**config.mk**
```make
export PLATFORM = sky130hd
export DESIGN_NAME = sipo_byte_receiver
export DESIGN_NICKNAME = d
export VERILOG_FILES = /design/src/rtl/sipo_byte_receiver.sv
export SDC_FILE = /design/constraint.sdc
export NUM_CORES = 1
export LEC_CHECK = 0
export BUFFER_PORTS_ARGS = -buffer_cell sky130_fd_sc_hd__buf_2
export CORE_MARGIN = 2
export CORE_UTILIZATION = 39
export DETAILED_ROUTE_END_ITERATION = 7
export PLACE_DENSITY = 0.67
export SKIP_LAST_GASP = 1
export SLEW_MARGIN = 20
export SYNTH_ARGS = -nofsm -noshare
export SYNTH_HDL_FRONTEND = slang
export SYNTH_SLANG_ARGS = --single-unit
export TNS_END_PERCENT = 100
```
**constraint.sdc**
```tcl
create_clock -name clk -period 2.62 [get_ports clk]
set_input_delay 0.524 -clock clk [delete_from_list [all_inputs] [get_ports clk]]
set_output_delay 0.524 -clock clk [all_outputs]
set_load 0.02 [all_outputs]
```
**src/rtl/sipo_byte_receiver.sv**
```systemverilog
// Serial-in / parallel-out word receiver with frame alignment, a valid/ready output
// register and sticky overrun / framing error flags.
module sipo_byte_receiver #(
    parameter int WIDTH     = 8,
    parameter bit MSB_FIRST = 1'b1
) (
    input  logic             clk,
    input  logic             reset,
    input  logic             serial_in,
    input  logic             serial_valid,
    input  logic             frame_start,
    input  logic             data_ready,
    input  logic             err_clr,
    output logic [WIDTH-1:0] parallel_out,
    output logic             out_valid,
    output logic             busy,
    output logic             overrun,
    output logic             frame_err
);

    localparam int              CNT_W    = $clog2(WIDTH);
    localparam logic [CNT_W-1:0] LAST_BIT = CNT_W'(WIDTH - 1);
    localparam logic [CNT_W-1:0] ONE_BIT  = CNT_W'(1);

    typedef enum logic {
        IDLE  = 1'b0,
        SHIFT = 1'b1
    } state_t;

    state_t             state_r;
    logic [CNT_W-1:0]   cnt_r;
    logic [WIDTH-1:0]   shreg_r;

    state_t             next_state_s;
    logic [CNT_W-1:0]   next_cnt_s;
    logic [WIDTH-1:0]   shifted_s;
    logic               shreg_load_s;
    logic               word_done_s;
    logic               abandon_s;
    logic               accept_s;
    logic               drop_s;
    logic               consume_s;

    // Bit order is fixed at elaboration; every word is fully overwritten after WIDTH shifts,
    // so stale bits from an abandoned word are pushed out before the word can complete.
    function automatic logic [WIDTH-1:0] shift_in(input logic [WIDTH-1:0] word,
                                                  input logic             bit_in);
        if (MSB_FIRST) begin
            return {word[WIDTH-2:0], bit_in};
        end else begin
            return {bit_in, word[WIDTH-1:1]};
        end
    endfunction

    // Next-state, counter and event decode for the shift FSM.
    always_comb begin
        shifted_s    = shift_in(shreg_r, serial_in);
        next_state_s = state_r;
        next_cnt_s   = cnt_r;
        shreg_load_s = 1'b0;
        word_done_s  = 1'b0;
        abandon_s    = 1'b0;
        if (frame_start) begin
            abandon_s = (state_r == SHIFT);
            if (serial_valid) begin
                shreg_load_s = 1'b1;
                next_cnt_s   = ONE_BIT;
                next_state_s = SHIFT;
            end else begin
                next_cnt_s   = '0;
                next_state_s = IDLE;
            end
        end else if (serial_valid) begin
            shreg_load_s = 1'b1;
            case (state_r)
                IDLE: begin
                    next_cnt_s   = ONE_BIT;
                    next_state_s = SHIFT;
                end
                SHIFT: begin
                    if (cnt_r == LAST_BIT) begin
                        next_cnt_s   = '0;
                        next_state_s = IDLE;
                        word_done_s  = 1'b1;
                    end else begin
                        next_cnt_s   = cnt_r + ONE_BIT;
                        next_state_s = SHIFT;
                    end
                end
                default: begin
                    next_cnt_s   = '0;
                    next_state_s = IDLE;
                end
            endcase
        end else begin
            next_state_s = state_r;
            next_cnt_s   = cnt_r;
        end
    end

    // Output register handshake: a completed word is taken only if the slot is free or
    // being drained on the same edge; otherwise it is dropped and flagged.
    always_comb begin
        consume_s = out_valid && data_ready;
        accept_s  = word_done_s && (!out_valid || data_ready);
        drop_s    = word_done_s && out_valid && !data_ready;
    end

    // FSM state, shift register, output word and sticky flags.
    always_ff @(posedge clk or posedge reset) begin
        if (reset) begin
            state_r      <= IDLE;
            cnt_r        <= '0;
            shreg_r      <= '0;
            parallel_out <= '0;
            out_valid    <= 1'b0;
            busy         <= 1'b0;
            overrun      <= 1'b0;
            frame_err    <= 1'b0;
        end else begin
            state_r <= next_state_s;
            cnt_r   <= next_cnt_s;
            busy    <= (next_state_s == SHIFT);
            if (shreg_load_s) begin
                shreg_r <= shifted_s;
            end else begin
                shreg_r <= shreg_r;
            end

            if (accept_s) begin
                parallel_out <= shifted_s;
                out_valid    <= 1'b1;
            end else if (consume_s) begin
                out_valid    <= 1'b0;
            end else begin
                out_valid    <= out_valid;
            end

            // Set events take priority over a simultaneous clear.
            if (drop_s) begin
                overrun <= 1'b1;
            end else if (err_clr) begin
                overrun <= 1'b0;
            end else begin
                overrun <= overrun;
            end

            if (abandon_s) begin
                frame_err <= 1'b1;
            end else if (err_clr) begin
                frame_err <= 1'b0;
            end else begin
                frame_err <= frame_err;
            end
        end
    end

endmodule

```
Word level (Yosys, flattened, before mapping)
Cells that the tools add are included.
Operators by class
  $add $sub $neg: 1
  reductions and logical operators: 11
  multiplexer cells: 20
  bitwise logic cells: 1
  equal/unequal tests: 1
Operators with widths (number)
  $mux W1: 15
  $mux W3: 3
  $reduce_bool A2 Y1: 4
  $pmux W3 S2: 1
  $logic_and A1 B1 Y1: 4
  $add A3 B1 Y3 const B: 1
  $eq A3 B3 Y1 const B: 1
  $logic_not A1 Y1: 2
  $pmux W1 S2: 1
  $logic_or A1 B1 Y1: 1
  $not A1 Y1: 1
Storage, ports and cells
  output and inout port bits: 12
  register bits: 22
  word-level logic and storage cells: 41
  input bits: 7

Longest topological paths before layout
Gate-level depths: netlist (run 1).
  depth after elaboration: 8
  depth in mapped cells: 6
  mapped depth without buffers: 5

Least setup slack after synthesis (run 1)
OpenSTA, ideal clock, no wires.
  path type: reg-to-reg
  start point: reg cnt_r[0]
  end point: reg parallel_out[0]
  period minus slack after synthesis: 1.494 ns
  buffers on the path: 1
  data required time: 2.495 ns
  data arrival time: 1.369 ns
  slack: 1.126 ns
  cell stages (with the launch flop): 7
  setup time: 0.125 ns
  cells stage by stage: dfrtp_1 > ha_1 > ha_1 > nand4b_4 > nor2b_2 > buf_6 > mux2_4
On the way
  word-level cells in the longest chain between the ends: 6
RTL lines
  from (decl): line 31  | logic [CNT_W-1:0] cnt_r;
  from (signal assigned): line 122  | cnt_r <= next_cnt_s;
  $eq A3 B3 Y1: line 81  | if (cnt_r == LAST_BIT) begin
  $mux W1: line 81
  $mux W1: line 75  | case (state_r)
  $mux W1: line 73  | end else if (serial_valid) begin
  $mux W1: line 63  | if (frame_start) begin
  $logic_and A1 B1 Y1: line 105  | accept_s = word_done_s && (!out_valid || data_ready);
  to (signal assigned): line 131  | parallel_out <= shifted_s;
  to (decl): line 14  | output logic [WIDTH-1:0] parallel_out,
Every way passes these cells.
A chain may end at the register's enable or synchronous reset.

Final worst setup path (run 1)
  start point: reg cnt_r[0]
  end point: reg parallel_out[1]
Same word-level chain as after synthesis.

==> results of run 1 <==
-- Yosys cell counts, drive strengths merged --
cell	number
a21boi	1
a21oi	2
buf	2
dfrtp	22
ha	2
inv	4
mux2	15
nand2	5
nand2b	1
nand3	2
nand4b	1
nor2	1
nor2b	1
o21ai	3
o22ai	1
or2b	1
-- area by class of cell --
type	count	share of cell area, %
multi-input cells	36	32.0
repair buffers	18	8.43
clock buffers	4	3.40
flip-flops and latches	22	51.5
inverters	4	1.41
well taps	28	3.28
-- cell families after synthesis --
family	after synthesis	share of synthesized area (%)
compound gates	7	4.20
fa+ha+maj	2	2.71
buf+inv	6	3.39
flops	22	59.6
mux	15	21.5
simple gates	12	8.54
-- flip-flops by register name, indices dropped and copies added (netlist names) --
| register | count |
|---|---|
| shreg_r | 7 |
| cnt_r | 3 |
| state_r | 1 |
| parallel_out | 8 |
| overrun | 1 |
| out_valid | 1 |
| frame_err | 1 |
-- metrics by stage --
step | power [mW] | util, % | std cells
global route | 0.676 | 47.8 | 112
floorplan | 0.443 | - | 64
finish | 0.640 | 47.8 | 112
detailed placement | 0.467 | 46.2 | 108
CTS | 0.650 | 47.8 | 112
global placement | 0.462 | 46.2 | 108
-- power breakdown --
part / total [mW] / switching (mW) / internal (mW)
clock: 0.181 / 0.0964 / 0.0848
sequential: 0.395 / 0.0232 / 0.372
combinational: 0.0634 / 0.0291 / 0.0343
total: 0.640 / 0.149 / 0.491
-- final timing paths --
kind | cells after the start | slack [ns] | endpoint | from
setup / recovery | 5 | 0.79 | parallel_out[1]$_DFFE_PP0P_ | cnt_r[0]$_DFFE_PP0P_
hold / removal | 2 | 0.35 | cnt_r[1]$_DFFE_PP0P_ | reset
setup reg to reg | 5 | 0.79 | parallel_out[1]$_DFFE_PP0P_ | cnt_r[0]$_DFFE_PP0P_
hold reg to reg | 1 | 0.52 | parallel_out[7]$_DFFE_PP0P_ | parallel_out[7]$_DFFE_PP0P_
max in group asynchronous | 2 | 1.77 | parallel_out[1]$_DFFE_PP0P_ | reset
min in group clk | 2 | 0.43 | overrun$_DFFE_PP0P_ | err_clr
-- layer usage --
metal / GRT usage, % / up-vias / wire, microns
met1: 16.4 / 256 / 661
met2: 16.7 / 16 / 614
met4: 3.85 / 0 / 11
met3: 5.43 / 2 / 88
met5: 0 / - / 0
li1: - / 258 / -
==> impl_results.md, run 1 <==
* Synth top area share at 59.6%
* Gr usage total at about an eighth
* N_diodes at 0
* Setup crit start kind: flop
* Cell variety after synth at 18
* Mapped Cells at 64
* Largest net degree at the start of global routing at 23
* Most frequent cells in the layout: dfrtp_1 (22), buf_2 (18), mux2_4 (8), mux2_2 (7), nand2_1 (5)
* Final worst path period need at 1.83 ns
* Register area at around 550 sq um
* Post-route cell area at 1070 sq um
* Status: completed
* IR Drop Worst-Case VDD at 0.000380 V
* Post-DP Area at between 1000 and 1500 sq um
* Worst-path clk slew at ~0.12 ns
* CP dominant cell by count: ha_1
* WP data arrival at roughly 2.0 ns
* FF+latch count, synth at 22
* Initial DRC count at 6
* GRT Residual Overflow at 0
* Worst Hold Class: in -> async
* Final Cycle Share at a little over two thirds
* Top post-synthesis cells by area: dfrtp_1 (60%), mux2_4 (13%), mux2_2 (8.5%)
* Leak at about 0.55 nW
* Post-CTS Setup Bufs at 0
* Syn Std Cell Area at a little over 900 sq um
* Share of cells above drive strength 1 at 46.4%
* Worst EP required at around 2.8 ns
* Num CTS Buffers at 3
* Die Ht at approximately 53 microns
* H-tree depth at 1
* Crit-path cells: ha_1 -> ha_1 -> nand4b_4 -> nor2b_2 -> mux2_4
* # setup viols final at 0
* Root Driver: clkbuf_4
* Area Overhead vs Synth at 15.7%
* Final net count at between 90 and 100
* Commonest non-fill, non-tap cell in the layout: dfrtp_1
* Resized Gates After CTS at 0
* Yosys warns at 0
* Pwr dens at around 600 nW/um^2
* CTS tree: built
* Clock latency on the worst-skew pair at around 0.30 ns
* Critical Path End Type: flop
* Number of global-route vias before repair at just over 500
* WL/cell at about 12 microns
* Final Max Slew Viols at 0
* Routed Antenna Nets at 0
* Initial antenna violation count at 0
* Relative slew slack at a little under half
* Multi-input logic area at about 340 sq um
* Fin Hold WS at around 0.35 ns
* Pre-CTS setup slack at ~0.70 ns
* Die X at between 50 and 60 microns
* Fin Clk Skew at 0.00670 ns
* Vias at around 530
* CP Class: reg -> reg
* Fillers at 220
* Synth Area per Inst at between 10 and 15 sq um
* Fmax at roughly 550 MHz
* Dominant cell type by area after synthesis: dfrtp_1
* Die ar. at 2770 sq um
* Worst-margin pin slew at just under 0.8 ns
* HPWL after DPL at just under 1000 microns
* DRC Markers at 0
* Routed WL at between 1000 and 1500 microns
* Clk sinks at 22
* Initial Utilization at about two fifths
* Hold_buf cts at 0
* Post-synthesis sequential area ratio at 59.6%
* DR pass1 iterations at 4
* I/O Buffers at 18
* Worst path slowest cell: nor2b_2
* Core Footprint at ~2200 sq um
* Max stage delay on crit path at 0.49 ns
* RSZ-0062 raised after global routing: false
* CP bufs+invs at 0
* I/O pin count at 19
* Fin. Hold Viols at 0
* Net Count, Synth at between 70 and 80
* Final worst slack at approximately 0.79 ns
* Family with the most delay on the worst path: simple AND/OR/NAND/NOR gates
* Clk buf depth at 2
* Final RePlAce weighted congestion at ~0.74
* Max cap viols at 0
* Num rows at 17
* Routed vias/inst at ~4.8
* Worst-path fanout max at 8
* Setup TNS at 0 ns
* Global-route wire length before repair at 2340 microns
Power figures use the tool's default switching activity.
==> run 2, diff against run 1 <==
==> constraint.sdc (replaced) <==
create_clock -name clk -period 1.9 [get_ports clk]
set_input_delay 0.38 -clock clk [delete_from_list [all_inputs] [get_ports clk]]
set_output_delay 0.38 -clock clk [all_outputs]
set_load 0.02 [all_outputs]
==> impl_results.md, run 2 (synthesis results as in run 1) <==
* Crit-path cells: ha_1 -> ha_1 -> nand4b_4 -> nor2b_2 -> buf_4 -> mux2_4 (was ha_1 -> ha_1 -> nand4b_4 -> nor2b_2 -> mux2_4)
* Worst-path clk slew at 0.11 ns (was 0.12 ns)
* Total chip power at 986 uW (was 640 uW)
* Most frequent cells in the layout: dfrtp_1 (22), buf_2 (18), mux2_4 (8), mux2_2 (7), nand2_1 (5) (unchanged)
* HPWL after DPL at 1050 microns (was 993 microns)
* Clk sinks at 22 (unchanged)
* Pwr dens at 882 nW/um^2 (was 599 nW/um^2)
* Vias at 543 (was 532)
* Core Footprint at 2230 sq um (unchanged)
* Worst-margin pin slew at 0.311 ns (was 0.796 ns)
* Worst-path fanout max at 8 (unchanged)
* IR Drop Worst-Case VDD at 0.000463 V (was 0.000380 V)
* WL/cell at 12.6 microns (was 12.3 microns)
* Die X at 52.7 microns (unchanged)
* WP data arrival at 1.85 ns (was 2.03 ns)
* Reg-to-reg startpoint: cnt_r[0]$_DFFE_PP0P_ (unchanged)
* Pint at 777 uW (was 491 uW)
* Root Driver: clkbuf_4 (unchanged)
* Gr usage total at 12.6% (was 12.0%)
* Global-route wire length before repair at 2490 microns (was 2340 microns)
* Final net count at 98 (was 94)
* GRT met1 Usage at 18.9% (was 16.4%)
* Worst Hold Class: in -> reg (was in -> async)
* Largest register FFs at 8 (unchanged)
* Area Overhead vs Synth at 21.0% (was 15.7%)
* DR pass1 iterations at 4 (unchanged)
* Multi-input logic area at 342 sq um (unchanged)
* Routed Antenna Nets at 0 (unchanged)
* Clk pwr share at 35.5% (was 28.3%)
* Busiest grt layer: met1 (was met2)
* I/O Buffers at 18 (unchanged)
* Critical Path End: parallel_out[7]$_DFFE_PP0P_ (was parallel_out[1]$_DFFE_PP0P_)
* GRT Residual Overflow at 0 (unchanged)
* Commonest non-fill, non-tap cell in the layout: dfrtp_1 (unchanged)
* RSZ-0062 raised after global routing: false (unchanged)
* Reg with most FFs: parallel_out (unchanged)
* Number of global-route vias before repair at 517 (was 513)
* Initial DRC count at 9 (was 6)
* Clk buf depth at 2 (unchanged)
* Final Max Slew Viols at 0 (unchanged)
* Die Ht at 52.7 microns (unchanged)
* Share of cells above drive strength 1 at 47.7% (was 46.4%)
* N_diodes at 0 (unchanged)
* Max stage delay on crit path at 0.40 ns (was 0.49 ns)
* Setup TNS at 0 ns (unchanged)
* Leak at 0.581 nW (was 0.555 nW)
* Initial Utilization at 41.3% (unchanged)
* Routed WL at 1460 microns (was 1380 microns)
* Num rows at 17 (unchanged)
* Num CTS Buffers at 3 (unchanged)
* CP Class: reg -> reg (unchanged)
* Final RePlAce weighted congestion at 0.823 (was 0.738)
* Fmax at 605 MHz (was 545 MHz)
* Register area at 551 sq um (unchanged)
* Final worst path period need at 1.65 ns (was 1.83 ns)
* Combinational share of power at 9.4% (was 9.9%)
* Cells on worst reg2reg path at 6 (was 5)
* H-tree depth at 1 (unchanged)
* Routed vias/inst at 4.68 (was 4.75)
* CP dominant cell by count: ha_1 (unchanged)
* Reg2reg end: parallel_out[7]$_DFFE_PP0P_ (was parallel_out[1]$_DFFE_PP0P_)
* Post-CTS Setup Bufs at 0 (unchanged)
* Initial antenna violation count at 0 (unchanged)
* Switching Share at 21.1% (was 23.2%)
* Fin Clk Skew at 0.00969 ns (was 0.00670 ns)
* R2R Setup Slk at 0.25 ns (was 0.79 ns)
* Clock latency on the worst-skew pair at 0.30 ns (about the same)
* Largest registers: parallel_out (8), shreg_r (7), cnt_r (3) (unchanged)
* Fin. Hold Viols at 0 (unchanged)
* Switching pwr at 208 uW (was 149 uW)
* Relative slew slack at 79.3% (was 46.9%)
* Setup crit start kind: flop (unchanged)
* Max cap viols at 0 (unchanged)
* Fillers at 201 (was 220)
* Die ar. at 2770 sq um (unchanged)
* I/O pin count at 19 (unchanged)
* Met2 Usage GRT at 17.7% (was 16.7%)
* Post-route cell area at 1120 sq um (was 1070 sq um)
* Final Cycle Share at 87.0% (was 70.0%)
* DRC Markers at 0 (unchanged)
* Worst EP required at 2.09 ns (was 2.81 ns)
* Critical Path End Type: flop (unchanged)
* Status: completed (unchanged)
* CTS tree: built (unchanged)
* Largest net degree at the start of global routing at 15 (was 23)
* Post-DP Area at 1050 sq um (was 1030 sq um)
* Seq pwr share at 55.1% (was 61.8%)
* Met3 GRT Util at 2.57% (was 5.43%)
* Worst path slowest cell: dfrtp_1 (was nor2b_2)
* # setup viols final at 0 (unchanged)
* Crit path from: cnt_r[0]$_DFFE_PP0P_ (unchanged)
-- run 2: changes by cell type in the layout (fill, tap and decap cells not counted) --
cell,previous run,this run
buf_4,0,3
bufinv_16,0,1
clkbuf_8,1,0
dlygate4sd3_1,0,1
-- run 2: stage by stage --
step	util (%)	std cells	hold WS (ns)	worst slack, ns
2_1_floorplan	-	64	0.369	0.406
3_3_place_gp	47.2	111	0.349	0.333
3_5_place_dp	47.2	111	0.347	0.273
4_1_cts	50.0	116	0.282	0.256
5_1_grt	50.0	116	0.280	0.171
6_report	50.0	116	0.285	0.247
-- run 2: worst min path at each step --
stage                            from                    end  slack, ns  cells after the start
after floorplan                 reset   cnt_r[0]$_DFFE_PP0P_       0.37                      1
after global placement          reset  out_valid$_DFFE_PP0P_       0.35                      2
after detailed placement        reset  out_valid$_DFFE_PP0P_       0.35                      2
after CTS                     err_clr    overrun$_DFFE_PP0P_       0.28                      2
after global routing      frame_start   cnt_r[2]$_DFFE_PP0P_       0.28                      2
final                         err_clr    overrun$_DFFE_PP0P_       0.28                      2
-- run 2: what timing repair did --
item	CTS	global route
hold buffers	1	0
hold endpoints to repair	1	0
resized for setup	0	0
-- run 2: cell type report --
class | count | area share [%]
Clock buffer | 3 | 2.02
Clock inverter | 1 | 2.69
Inverter | 4 | 1.34
Multi-Input combinational cell | 36 | 30.6
Sequential cell | 22 | 49.3
Tap cell | 28 | 3.14
Timing Repair Buffer | 22 | 11.0
-- run 2: power groups by stage --
stage	logic, mW	clock network [mW]	registers (mW)
floorplan	0.0607	0	0.551
global placement	0.0897	0	0.551
detailed placement	0.0923	0	0.554
CTS	0.0949	0.357	0.543
global route	0.105	0.386	0.549
finish	0.0923	0.350	0.543
-- run 2: per-layer routing --
metal	up-vias	routed length, microns
li1	265	-
met1	262	723
met2	14	667
met3	2	58
met4	0	13
met5	-	0
-- run 2: worst max-delay path: cells and delay by family, from the launching register on --
family,cells,cell delay [ns]
DFF,1,0.40
adders and majority gates,2,0.38
muxes,1,0.31
and+or+nand+nor,2,0.26
buffers and inverters,1,0.20
==> run 3, diff against run 2 <==
==> constraint.sdc (replaced) <==
create_clock -name clk -period 2.09 [get_ports clk]
set_input_delay 0.418 -clock clk [delete_from_list [all_inputs] [get_ports clk]]
set_output_delay 0.418 -clock clk [all_outputs]
set_load 0.02 [all_outputs]
==> impl_results.md, run 3 (synthesis results as in run 1) <==
* Status: completed (unchanged)
* CP Class: reg -> reg (unchanged)
* Clock latency on the worst-skew pair at 0.30 ns (about the same)
* Worst Hold Class: in -> async (was in -> reg)
* Routed vias/inst at 4.66 (was 4.68)
* Reg2reg end: parallel_out[1]$_DFFE_PP0P_ (was parallel_out[7]$_DFFE_PP0P_)
* Switching pwr at 193 uW (was 208 uW)
* Core Footprint at 2230 sq um (unchanged)
* Reg-to-reg startpoint: cnt_r[0]$_DFFE_PP0P_ (unchanged)
* Worst-path fanout max at 8 (unchanged)
* Routed WL at 1480 microns (was 1460 microns)
* Leak at 0.572 nW (was 0.581 nW)
* Fin Clk Skew at 0.00765 ns (was 0.00969 ns)
* Total chip power at 897 uW (was 986 uW)
* DRC Markers at 0 (unchanged)
* Util after Layout at 49.2% (was 50.0%)
* Initial DRC count at 1 (was 9)
* Crit path from: cnt_r[0]$_DFFE_PP0P_ (unchanged)
* Clk buf depth at 2 (unchanged)
* WL/cell at 13.0 microns (was 12.6 microns)
* Commonest non-fill, non-tap cell in the layout: dfrtp_1 (unchanged)
* I/O pin count at 19 (unchanged)
* Hold_buf cts at 0 (was 1)
* Pre-CTS setup slack at 0.475 ns (was 0.273 ns)
* Final RePlAce weighted congestion at 0.782 (was 0.823)
* Fin Hold WS at 0.119 ns (was 0.285 ns)
* Worst-path clk slew at 0.12 ns (was 0.11 ns)
* Worst EP required at 2.30 ns (was 2.09 ns)
* Setup TNS at 0 ns (unchanged)
* Worst-margin pin slew at 0.277 ns (was 0.311 ns)
* Gr usage total at 12.8% (was 12.6%)
* IR Drop Worst-Case VDD at 0.000457 V (was 0.000463 V)
* Area Overhead vs Synth at 19.1% (was 21.0%)
* WP data arrival at 1.83 ns (was 1.85 ns)
* Clk sinks at 22 (unchanged)
* I/O Buffers at 18 (unchanged)
* Max cap viols at 0 (unchanged)
* Die Ht at 52.7 microns (unchanged)
* Largest net degree at the start of global routing at 23 (was 15)
* Placed cells at 110 (was 111)
* Num CTS Buffers at 3 (unchanged)
* Fin. Hold Viols at 0 (unchanged)
* Critical Path End: parallel_out[1]$_DFFE_PP0P_ (was parallel_out[7]$_DFFE_PP0P_)
* Root Driver: clkbuf_4 (unchanged)
* RSZ-0062 raised after global routing: false (unchanged)
* Resized Gates After CTS at 0 (unchanged)
* Initial antenna violation count at 0 (unchanged)
* Vias at 531 (was 543)
* Relative slew slack at 81.5% (was 79.3%)
* Global-route wire length before repair at 2440 microns (was 2490 microns)
* Most frequent cells in the layout: dfrtp_1 (22), buf_2 (18), mux2_4 (8), mux2_2 (7), nand2_1 (5) (unchanged)
* Die ar. at 2770 sq um (unchanged)
* H-tree depth at 1 (unchanged)
* Post-DP Area at 1050 sq um (about the same)
* Clk pwr share at 35.6% (was 35.5%)
* Setup crit start kind: flop (unchanged)
* Final net count at 96 (was 98)
* Final Cycle Share at 77.9% (was 87.0%)
* Post-route cell area at 1100 sq um (was 1120 sq um)
* N_diodes at 0 (unchanged)
* DR pass1 iterations at 2 (was 4)
* Fillers at 200 (was 201)
* Final Max Slew Viols at 0 (unchanged)
* Post-route insts no fill at 114 (was 116)
* CTS tree: built (unchanged)
* Post-CTS Setup Bufs at 0 (unchanged)
* Initial Utilization at 41.3% (unchanged)
* Number of global-route vias before repair at 525 (was 517)
* Pwr dens at 816 nW/um^2 (was 882 nW/um^2)
* Final worst path period need at 1.63 ns (was 1.65 ns)
* Num rows at 17 (unchanged)
* Die X at 52.7 microns (unchanged)
* Largest register FFs at 8 (unchanged)
* # setup viols final at 0 (unchanged)
* Routed Antenna Nets at 0 (unchanged)
* Fmax at 615 MHz (was 605 MHz)
* Combinational share of power at 9.1% (was 9.4%)
* R2R Setup Slk at 0.46 ns (was 0.25 ns)
* Share of cells above drive strength 1 at 47.7% (about the same)
* Cells on worst reg2reg path at 6 (unchanged)
* Switching Share at 21.5% (was 21.1%)
* Reg with most FFs: parallel_out (unchanged)
* HPWL after DPL at 1050 microns (about the same)
* GRT Residual Overflow at 0 (unchanged)
* Pint at 704 uW (was 777 uW)
* Final worst slack at 0.463 ns (was 0.247 ns)
* Critical Path End Type: flop (unchanged)
* Seq pwr share at 55.3% (was 55.1%)
* Largest registers: parallel_out (8), shreg_r (7), cnt_r (3) (unchanged)
[run 3: metal layers]
layer / wire, microns / global-route usage, % / vias up / share of wire (%)
met1: 698 / 16.9 / 257 / 47
met5: 0 / 0 / - / 0
met3: 60 / 3.43 / 2 / 4.0
li1: - / - / 260 / -
met2: 717 / 18.8 / 12 / 48
met4: 8 / 7.69 / 0 / 0.54
[run 3: final cells by class]
cell class              instances  area, sq um  share of cell area, %
inverters                       4         15.0                   1.37
multi-input cells              36          342                   31.1
clock buffers                   3         22.5                   2.05
well taps                      28         35.0                   3.19
repair buffers                 20          105                   9.56
flip-flops and latches         22          551                   50.1
clock inverters                 1         30.0                   2.73
[run 3: worst min-delay path by stage]
| stage | from | to | slack [ns] |
|---|---|---|---|
| after detailed placement | reset | parallel_out[1]$_DFFE_PP0P_ | 0.47 |
| after CTS | reset | parallel_out[1]$_DFFE_PP0P_ | 0.12 |
| after global routing | reset | shreg_r[3]$_DFFE_PP0P_ | 0.12 |
| final | reset | shreg_r[2]$_DFFE_PP0P_ | 0.12 |
| after global placement | reset | out_valid$_DFFE_PP0P_ | 0.46 |
| after floorplan | reset | cnt_r[0]$_DFFE_PP0P_ | 0.41 |
[run 3: critical path, stage by stage (launching register included)]
cell	delay (ns)
dfrtp_1	0.39
ha_1	0.16
ha_1	0.22
nand4b_4	0.13
nor2b_2	0.12
buf_4	0.20
mux2_4	0.31
[run 3: power groups by stage]
stage / Combinational (mW) / Sequential, mW / Clock, mW
2_1_floorplan: 0.0552 / 0.501 / 0
4_1_cts: 0.0827 / 0.497 / 0.326
5_1_grt: 0.0910 / 0.503 / 0.348
3_5_place_dp: 0.0821 / 0.505 / 0
3_3_place_gp: 0.0799 / 0.502 / 0
6_report: 0.0814 / 0.497 / 0.319
